==> src/rtl/instruction_dispatcher.sv <==
// In-order dispatcher: one hold register feeding the weight, MMU and activation units.
// Optional performance counters are built when DISPATCH_PERF_CNT_EN is defined.

package dispatcher_pkg;

  localparam int OP_CODE_WIDTH = 8;

  typedef struct packed {
    logic [OP_CODE_WIDTH-1:0] op_code;
    logic [31:0]              calc_length;
    logic [15:0]              acc_address;
    logic [23:0]              buffer_address;
  } INSTRUCTION_TYPE;

  typedef enum logic [2:0] {
    CLS_NOP     = 3'd0,
    CLS_WEIGHT  = 3'd1,
    CLS_MMU     = 3'd2,
    CLS_ACT     = 3'd3,
    CLS_SYNC    = 3'd4,
    CLS_HALT    = 3'd5,
    CLS_ILLEGAL = 3'd6
  } instr_class_t;

endpackage

module instruction_dispatcher
  import dispatcher_pkg::*;
#(
  parameter int COUNTER_WIDTH = 32
) (
  input  logic                     clk,
  input  logic                     rst,
  input  INSTRUCTION_TYPE          instruction_in,
  input  logic                     instruction_en,
  output logic                     instruction_busy,
  output INSTRUCTION_TYPE          weight_instruction,
  output logic                     weight_en,
  input  logic                     weight_busy,
  output INSTRUCTION_TYPE          mmu_instruction,
  output logic                     mmu_en,
  input  logic                     mmu_busy,
  output INSTRUCTION_TYPE          act_instruction,
  output logic                     act_en,
  input  logic                     act_busy,
  output logic                     sync_done,
  output logic                     halted,
`ifdef DISPATCH_PERF_CNT_EN
  output logic                     illegal_opcode,
  output logic [COUNTER_WIDTH-1:0] stall_cycles,
  output logic [COUNTER_WIDTH-1:0] issued_count
`else
  output logic                     illegal_opcode
`endif
);

  typedef enum logic [0:0] {
    ST_RUN    = 1'b0,
    ST_HALTED = 1'b1
  } state_t;

  state_t          state_r;
  logic            hold_valid_r;
  INSTRUCTION_TYPE hold_instr_r;
  instr_class_t    hold_class_s;
  logic            issue_now_s;
  logic            weight_free_s;
  logic            mmu_free_s;
  logic            act_free_s;

  // Full-byte encodings take priority over the class field in the upper bits.
  function automatic instr_class_t decode_class(input logic [OP_CODE_WIDTH-1:0] op);
    instr_class_t cls;
    if (op == 8'h00) begin
      cls = CLS_NOP;
    end else if (op == 8'hFE) begin
      cls = CLS_SYNC;
    end else if (op == 8'hFF) begin
      cls = CLS_HALT;
    end else begin
      case (op[OP_CODE_WIDTH-1:3])
        5'b00001: cls = CLS_WEIGHT;
        5'b00010: cls = CLS_MMU;
        5'b00100: cls = CLS_ACT;
        default:  cls = CLS_ILLEGAL;
      endcase
    end
    return cls;
  endfunction

  // Hazard check for the held instruction against unit occupancy.
  always_comb begin
    // The registered en covers the cycle before a unit can raise busy.
    weight_free_s = !weight_busy && !weight_en;
    mmu_free_s    = !mmu_busy && !mmu_en;
    act_free_s    = !act_busy && !act_en;
    hold_class_s  = decode_class(hold_instr_r.op_code);
    issue_now_s   = 1'b0;
    if (state_r == ST_RUN && hold_valid_r) begin
      case (hold_class_s)
        CLS_WEIGHT: issue_now_s = weight_free_s;
        CLS_MMU:    issue_now_s = mmu_free_s && weight_free_s;
        CLS_ACT:    issue_now_s = act_free_s && mmu_free_s;
        CLS_SYNC,
        CLS_HALT:   issue_now_s = weight_free_s && mmu_free_s && act_free_s;
        default:    issue_now_s = 1'b1;
      endcase
    end else begin
      issue_now_s = 1'b0;
    end
  end

  assign instruction_busy = (hold_valid_r && !issue_now_s) || (state_r == ST_HALTED);

  // Dispatch state machine, hold register and all registered outputs.
  always_ff @(posedge clk) begin
    if (rst) begin
      state_r            <= ST_RUN;
      hold_valid_r       <= 1'b0;
      hold_instr_r       <= '0;
      weight_instruction <= '0;
      mmu_instruction    <= '0;
      act_instruction    <= '0;
      weight_en          <= 1'b0;
      mmu_en             <= 1'b0;
      act_en             <= 1'b0;
      sync_done          <= 1'b0;
      halted             <= 1'b0;
      illegal_opcode     <= 1'b0;
    end else begin
      weight_en <= 1'b0;
      mmu_en    <= 1'b0;
      act_en    <= 1'b0;
      sync_done <= 1'b0;
      case (state_r)
        ST_RUN: begin
          if (instruction_en) begin
            hold_instr_r <= instruction_in;
            hold_valid_r <= 1'b1;
          end else if (issue_now_s) begin
            hold_valid_r <= 1'b0;
          end
          if (issue_now_s) begin
            case (hold_class_s)
              CLS_WEIGHT: begin
                weight_en          <= 1'b1;
                weight_instruction <= hold_instr_r;
              end
              CLS_MMU: begin
                mmu_en          <= 1'b1;
                mmu_instruction <= hold_instr_r;
              end
              CLS_ACT: begin
                act_en          <= 1'b1;
                act_instruction <= hold_instr_r;
              end
              CLS_SYNC: sync_done <= 1'b1;
              CLS_HALT: begin
                // Anything loaded alongside the retiring HALT is dropped.
                state_r      <= ST_HALTED;
                halted       <= 1'b1;
                hold_valid_r <= 1'b0;
              end
              CLS_ILLEGAL: illegal_opcode <= 1'b1;
              default: ;
            endcase
          end
        end
        ST_HALTED: begin
          hold_valid_r <= 1'b0;
          halted       <= 1'b1;
        end
        default: state_r <= ST_RUN;
      endcase
    end
  end

`ifdef DISPATCH_PERF_CNT_EN
  // Saturating stall and issue counters.
  always_ff @(posedge clk) begin
    if (rst) begin
      stall_cycles <= '0;
      issued_count <= '0;
    end else begin
      if (hold_valid_r && !issue_now_s && (stall_cycles != '1)) begin
        stall_cycles <= stall_cycles + {{(COUNTER_WIDTH-1){1'b0}}, 1'b1};
      end
      if (issue_now_s && (hold_class_s == CLS_WEIGHT || hold_class_s == CLS_MMU ||
                          hold_class_s == CLS_ACT) && (issued_count != '1)) begin
        issued_count <= issued_count + {{(COUNTER_WIDTH-1){1'b0}}, 1'b1};
      end
    end
  end
`endif

endmodule

==> config.mk <==
export PLATFORM = sky130hd
export DESIGN_NAME = instruction_dispatcher
export DESIGN_NICKNAME = d
export VERILOG_FILES = /design/src/rtl/instruction_dispatcher.sv
export SDC_FILE = /design/constraint.sdc
export NUM_CORES = 1
export LEC_CHECK = 0
export ABC_AREA = 1
export CORE_MARGIN = 8
export CORE_UTILIZATION = 48
export DETAILED_ROUTE_END_ITERATION = 6
export GPL_ROUTABILITY_DRIVEN = 0
export PLACE_DENSITY_LB_ADDON = 0.08
export RECOVER_POWER = 50
export SLEW_MARGIN = 0
export SYNTH_ARGS = -nofsm -noshare
export SYNTH_HDL_FRONTEND = slang
export SYNTH_SLANG_ARGS = --single-unit
==> constraint.sdc <==
create_clock -name clk -period 2 [get_ports clk]
set_input_delay 0.4 -clock clk [delete_from_list [all_inputs] [get_ports clk]]
set_output_delay 0.4 -clock clk [all_outputs]
set_load 0.005 [all_outputs]
**After elaboration in Yosys (flattened, before gate mapping)**

Cells that the tools add are included.
W data, S select, Z words.

- Eq/ne operators: 13
- Multiplexer cells: 21
- Bitwise operators: 2
- Reduce and logical (&&, ||, !) cells: 25

Operator list:

| kind | number |
|---|---|
| $eq A8 B8 Y1 const B | 2 |
| $mux W1 | 14 |
| $reduce_and A3 Y1 | 4 |
| $eq A3 B3 Y1 const B | 3 |
| $mux W3 | 3 |
| $pmux W3 S3 | 1 |
| $logic_and A1 B1 Y1 | 8 |
| $logic_not A8 Y1 | 1 |
| $logic_not A1 Y1 | 7 |
| $eq A3 B2 Y1 const B | 2 |
| $eq A5 B1 Y1 const B | 1 |
| $eq A5 B2 Y1 const B | 1 |
| $eq A5 B3 Y1 const B | 1 |
| $pmux W1 S2 | 2 |
| $pmux W1 S4 | 1 |
| $reduce_and A2 Y1 | 2 |
| $eq A3 B1 Y1 const B | 1 |
| $reduce_or A3 Y1 | 1 |
| $ne A2 B1 Y1 const B | 1 |
| $ne A2 B2 Y1 const B | 1 |
| $not A1 Y1 | 2 |
| $reduce_or A2 Y1 | 1 |
| $logic_or A1 B1 Y1 | 1 |

- Bits in registers: 328
- Bits of input ports: 86
- Output and inout bits: 247
- Word-level logic and storage cells: 85

**Logic depth before layout (Yosys ltp)**

Gate-level depths: netlist of the first run.

- Depth in word-level cells: 14
- Mapped depth: 13
- Gate-level depth less buffers: 12

**Least setup slack after synthesis of the first run**

OpenSTA, ideal clock, no wires.

- Kind: register -> output
- From: register hold_instr_r[75] (netlist bit)
- To: output port instruction_busy
- Arrival time: 1.500 ns
- Data required time: 1.600 ns
- Setup slack: 0.100 ns
- Stages on the path, launching flop included: 11
- Buffers on the path: 2
- Path through: dfxtp_1 > nand2_1 > nor2_1 > nand2_1 > nand2_1 > nand2_1 > nand3_1 > nand3_4 > buf_4 > buf_4 > o21ai_0

- Longest elaborated chain between the ends: 12
- Elaborated cells between the ends (all ways): 21
- Classes of those cells: eq/ne: 10; mux: 6; reduce/logical: 5

Ends and longest elaborated chain:

| element | RTL line | text |
|---|---|---|
| start: declaration | 64 | `INSTRUCTION_TYPE hold_instr_r;` |
| start signal: assignment | 138 | `hold_instr_r <= instruction_in;` |
| $eq A5 B3 Y1 (tied with other cells) | 81 | `case (op[OP_CODE_WIDTH-1:3])` |
| $pmux W3 S3 | 81 |  |
| $mux W3 | 78 | `end else if (op == 8'hFF) begin` |
| $mux W3 | 76 | `end else if (op == 8'hFE) begin` |
| $mux W3 * | 74 | `if (op == 8'h00) begin` |
| $eq A3 B3 Y1 | 100 | `case (hold_class_s)` |
| $reduce_or A2 Y1 | 100 |  |
| $pmux W1 S4 * | 100 |  |
| $mux W1 * | 99 | `if (state_r == ST_RUN && hold_valid_r) begin` |
| $logic_not A1 Y1 * | 113 | `assign instruction_busy = (hold_valid_r && !issue_now_s) \|\| (state_r == ST_HALTED);` |
| $logic_and A1 B1 Y1 * | 113 |  |
| $logic_or A1 B1 Y1 * | 113 |  |
| end: declaration | 36 | `output logic instruction_busy,` |

Every way passes the cells marked *; elsewhere a longest branch is shown, timed or not.

**Worst setup path after layout of the first run**

- From: register hold_instr_r[78] (netlist bit)
- To: output port instruction_busy

The elaborated chain is that of the path after synthesis.

==> results.sh, run 1 <==
export IMPL_status="complete, but fails checks"
export IMPL_violations="negative setup slack"
export IMPL_ys_warn_count=0
export IMPL_layout_commonest_cell="inv_1"
export IMPL_port_buffers=332
export IMPL_rsz0062_at_grt="true"
export IMPL_grt_max_degree=101
export IMPL_fillers=2459
export IMPL_cp_start_kind="register"
export IMPL_antenna_found_initial=3
export IMPL_setup_tns_final_ns=-17.27
export IMPL_slowest_delay_ns=0.37
export IMPL_syn_avg_cell_area_um2=6.667
export IMPL_numCtsBuffers=36
export IMPL_report_final_slew_viol_count=0
export IMPL_std_cell_rows=63
export IMPL_dp_cells=2801
export IMPL_synth_area_mm2=0.01446
export IMPL_die_area_mm2=0.03593
export IMPL_initial_core_util=0.4879
export IMPL_ios=333
export IMPL_grt_first_pass_wirelength_um=71690
export IMPL_cp_arrival_ns=1.79
export IMPL_path_class="reg -> out"
export IMPL_final_cell_mix="538 x inv_1, 471 x nand2_1, 331 x clkdlybuf4s50_1"
export IMPL_grt_pass1_vias=13460
export IMPL_drc=0
export IMPL_syn_to_final_growth_pct=42.37
export IMPL_globalRouteOverflowTotal=0
export IMPL_wl_per_cell_um=17.15
export IMPL_detail_route_antenna_nets=0
export IMPL_grt_util_met1=0.2986
export IMPL_multi_input_area_mm2=0.005254
export IMPL_final_nets=2588
export IMPL_maxCapViolations=0
export IMPL_busiest_layer="met2"
export IMPL_tritoncts="yes"
export IMPL_clk_latency_ns=0.52
export IMPL_register_area_mm2=0.006583
export IMPL_num_antenna_cells=0
export IMPL_period_share=1.095
export IMPL_p_leak_nw=9.261
export IMPL_cts_root_buf="clkbuf_16"
export IMPL_use_met3=0.07580
export IMPL_mappedNetlistNets=2255
export IMPL_grt_total_usage=0.2417
export IMPL_yosysUniqueCellTypes=19
export IMPL_syn_inst=2169
export IMPL_synth_seq_cells=328
export IMPL_slew_headroom=0.3075
export IMPL_finalWorstSetupSlack_ns=-0.1902
export IMPL_cp_slowest_cell="dfxtp_4"
export IMPL_die_x_um=189.6
export IMPL_worst_pin_slew_ns=1.039
export IMPL_cts_sinks=328
export IMPL_power_density_mw_per_mm2=764.2
export IMPL_core_mm2=0.02964
export IMPL_drt_pass1_iterations=6
export IMPL_end_kind="output port"
export IMPL_clock_fmax_ghz=0.4566
export IMPL_final_hold_violation_count=0
export IMPL_skew_ns=0.01430
export IMPL_htree_levels=2
export IMPL_hold_class="reg -> reg"
export IMPL_path_clk_slew_ns=0.06
export IMPL_path_cells="nor2_4 > nand4_1 > nand3b_1 > nand3_4 > o21ai_1 > buf_2"
export IMPL_hpwlAfterDp_um=28740
export IMPL_num_vias=14480
export IMPL_crit_path_max_fanout=4
export IMPL_ctsHoldBuffers=0
export IMPL_drt_initial_drc_count=1281
export IMPL_synth_seq_area_share=0.4541
export IMPL_met2_usage=0.3905
export IMPL_wl_um=50010
export IMPL_die_h_um=189.6
export IMPL_max_clock_path_buffers=3
export IMPL_avgViaCountPerCell=4.965
export IMPL_setup_viol=228
export IMPL_instances_no_fill=2916
export IMPL_ir_drop_v=0.0005934
export IMPL_cp_required_ns=1.60
export IMPL_period_needed_ns=2.190
export IMPL_layout_drive_gt1_share=0.07878
[path summary, 6_finish.rpt]
kind         depth (start not counted)                start                  end  slack, ns
min reg2reg                          2  act_instruction[79]  act_instruction[79]       0.43
max                                  6     hold_instr_r[78]     instruction_busy      -0.19
max reg2reg                         13     hold_instr_r[78]  act_instruction[44]      -0.15
min                                  2  act_instruction[79]  act_instruction[79]       0.43
[report_power, final]
part	switching, mW	internal [mW]
clock network	2.63	3.65
logic	1.40	1.16
registers	0.109	6.77
[per-stage QoR]
step	hold slack, ns	util	worst slack [ns]	power [mW]	cell area (um^2)
floorplan	0.4344	-	0.1002	8.154	14460
global placement	0.4243	0.6193	-0.4778	8.949	18360
detailed placement	0.4266	0.6193	-0.4740	8.977	18360
CTS	0.4360	0.6614	-0.1789	15.34	19600
global route	0.4513	0.6946	-0.2707	16.37	20590
finish	0.4345	0.6946	-0.1902	15.73	20590
[state kept, by name (all words and copies together) (netlist names)]
register,flops
halted,1
weight_instruction,80
state_r,1
act_instruction,80
mmu_en,1
illegal_opcode,1
sync_done,1
act_en,1
mmu_instruction,80
hold_valid_r,1
hold_instr_r,80
weight_en,1
[synthesized netlist by cell type, drive strengths merged]
master / number / area, um^2
or2: 1 / 6.260
nand3b: 2 / 15.01
a21oi: 85 / 425.4
dfxtp: 328 / 6566
inv: 542 / 2034
nor4: 1 / 12.51
nand2: 480 / 1802
o21ai: 82 / 410.4
buf: 101 / 516.8
clkbuf: 50 / 187.7
nand4: 228 / 1426
nand3: 14 / 97.60
nor2: 253 / 949.7
nor3: 2 / 10.01
[kinds of logic after synthesis]
group	Yosys count	share of synthesized area
and+or+nand+nor	981	0.2987
buffers and inverters	693	0.1894
AOI/OAI and AO/OA	167	0.05780
DFF	328	0.4541
[layer usage]
metal / vias up / part of all wire
li1: 7210 / -
met3: 105 / 0.10
met4: 6 / 0.034
met2: 635 / 0.45
met1: 6523 / 0.41
met5: - / 0.00082
[worst max-delay path, delay by kind of cell, from the launching register on]
| kind | cells | cell delay, ns |
|---|---|---|
| AND/OR/NAND/NOR | 4 | 0.70 |
| flip-flops | 1 | 0.37 |
| buffers and inverters | 1 | 0.15 |
| AO/OA/AOI/OAI | 1 | 0.06 |
[area by class of cell]
type,count,share of cell area
tap,390,0.02370
clock inverter,8,0.002127
multi-input combinational,1148,0.2552
inverter,542,0.09925
sequential,328,0.3197
timing repair buffer,446,0.2485
clock buffer,54,0.05148
[timing repair]
action | 4_1_cts | 5_1_grt
setup endpoints to repair | 240 | 241
gates cloned | 2 | 32
buffers inserted | 3 | 17
resized for setup | 28 | 47
pin swaps | 5 | 45
Note: power is estimated with default switching activity, not from simulation.
==> run 2: changes to the inputs <==
CTS_CLUSTER_SIZE = 24   (was default)
==> results of run 2 <==
No change in the layout: final DEF, timing and power equal those of run 1.
==> run 3: changes to the inputs <==
GPL_TIMING_DRIVEN = 0   (was default)
==> results.sh, run 3 (same netlist as run 1, synthesis figures left out) <==
export IMPL_avgViaCountPerCell=4.877
export IMPL_dp_cells=2890
export IMPL_core_mm2=0.02964
export IMPL_drt_pass1_iterations=5
export IMPL_tritoncts="yes"
export IMPL_ios=333
export IMPL_path_cells="nand2_4 > nor2_4 > nand2_4 > nand2_2 > nand2_2 > nand3_2 > nand3_4 > buf_12 > buf_8 > o21ai_4 > buf_2"
export IMPL_die_area_mm2=0.03593
export IMPL_power_mw=15.36
export IMPL_instances_no_fill=2970
export IMPL_route_met3_wl_um=4430
export IMPL_grt_pass1_vias=14020
export IMPL_layout_commonest_cell="inv_1"
export IMPL_htree_levels=2
export IMPL_skew_ns=0.02493
export IMPL_detail_route_antenna_nets=0
export IMPL_final_hold_violation_count=0
export IMPL_cp_start_kind="register"
export IMPL_status="complete, but fails checks"
export IMPL_highest_layer="met5"
export IMPL_power_frac_comb=0.139
export IMPL_cp_required_ns=1.60
export IMPL_cts_root_buf="clkbuf_16"
export IMPL_path_class="reg -> out"
export IMPL_period_share=1.227
export IMPL_wl_um=47470
export IMPL_violations="negative setup slack"
export IMPL_final_core_utilization=0.6703
export IMPL_layout_drive_gt1_share=0.07096
export IMPL_grt_max_degree=13
export IMPL_p_int_mw=11.36
export IMPL_grt_first_pass_wirelength_um=73830
export IMPL_dr_wl_met2_um=21780
export IMPL_finalWorstSetupSlack_ns=-0.4538
export IMPL_clkPwrFrac=0.413
export IMPL_num_vias=14490
export IMPL_p_leak_nw=9.448
export IMPL_slowest_delay_ns=0.40
export IMPL_fillers=2674
export IMPL_die_h_um=189.6
export IMPL_initial_core_util=0.4879
export IMPL_syn_to_final_growth_pct=37.39
export IMPL_final_cell_mix="539 x inv_1, 473 x nand2_1, 323 x dfxtp_1"
export IMPL_port_buffers=331
export IMPL_ir_drop_v=0.0006735
export IMPL_report_final_slew_viol_count=0
export IMPL_drc=0
export IMPL_grt_total_usage=0.2540
export IMPL_final_nets=2647
export IMPL_numCtsBuffers=37
export IMPL_swShare=0.2599
export IMPL_p_sw_mw=3.992
export IMPL_period_needed_ns=2.454
export IMPL_crit_path_max_fanout=5
export IMPL_seqPwrFrac=0.448
export IMPL_clock_fmax_ghz=0.4075
export IMPL_path_buf_inv=3
export IMPL_cp_slowest_cell="dfxtp_4"
export IMPL_crit_family="simple AND/OR/NAND/NOR gates"
export IMPL_worst_pin_slew_ns=0.8920
export IMPL_wirelength_met1_um=19610
export IMPL_hpwlAfterDp_um=34940
export IMPL_power_density_mw_per_mm2=773.0
export IMPL_slew_headroom=0.4054
export IMPL_setup_viol=207
export IMPL_rsz0062_at_grt="true"
export IMPL_globalRouteOverflowTotal=0
export IMPL_path_clk_slew_ns=0.06
export IMPL_cp_arrival_ns=2.05
export IMPL_drt_initial_drc_count=1033
export IMPL_std_cell_rows=63
export IMPL_cts_sinks=328
export IMPL_maxCapViolations=0
export IMPL_setup_tns_final_ns=-8.926
export IMPL_antenna_found_initial=5
export IMPL_ctsHoldBuffers=0
export IMPL_die_x_um=189.6
export IMPL_max_clock_path_buffers=3
export IMPL_clk_latency_ns=0.51
export IMPL_end_kind="output port"
export IMPL_wl_per_cell_um=15.98
export IMPL_hold_class="in -> reg"
## run 3: area by class of cell
| cell class | count | area [um^2] | area share |
|---|---|---|---|
| flip-flops and latches | 328 | 6583 | 0.3313 |
| inverters | 542 | 2038 | 0.1026 |
| multi-input cells | 1148 | 5265 | 0.2650 |
| repair buffers | 353 | 3536 | 0.1780 |
| well taps | 390 | 488.0 | 0.02456 |
| clock inverters | 4 | 48.80 | 0.002456 |
| diodes | 1 | 2.502 | 0.0001260 |
| plain buffers | 151 | 849.6 | 0.04276 |
| clock buffers | 53 | 1056 | 0.05316 |
## run 3: per-layer routing
layer	GRT usage	vias to the layer above
met1	0.3107	6486
li1	-	7321
met4	0.08569	8
met3	0.07451	110
met5	0	-
met2	0.4228	561
## run 3: final timing paths
path	from	to	slack (ns)	cells past startpoint
max	hold_instr_r[78]	instruction_busy	-0.45	11
min reg2reg	mmu_instruction[79]	mmu_instruction[79]	0.43	2
min	rst	act_instruction[79]	0.24	2
max reg2reg	mmu_en	act_instruction[53]	-0.11	11
## run 3: per-stage QoR
stage / hold WS (ns) / worst slack (ns) / area [um^2]
6_report: 0.2397 / -0.4538 / 19870
2_1_floorplan: 0.4344 / 0.1002 / 14460
5_1_grt: 0.2464 / -0.5039 / 19870
3_5_place_dp: 0.4313 / -1.082 / 18260
4_1_cts: 0.2341 / -0.4632 / 19770
3_3_place_gp: 0.4258 / -1.042 / 18260
## run 3: timing repair
action	in CTS	in global routing
pin swaps	10	10
cloned	1	0
resized for setup	79	34
setup buffers	17	4
setup endpoints to repair	253	251
## run 3: power groups by stage
stage	combinational, mW	sequential, mW	clock (mW)
after floorplan	1.15	7.01	0
after global placement	1.97	7.01	0
after detailed placement	2.00	7.02	0
after CTS	2.12	6.88	6.42
after global routing	2.33	6.90	6.75
final	2.13	6.88	6.35
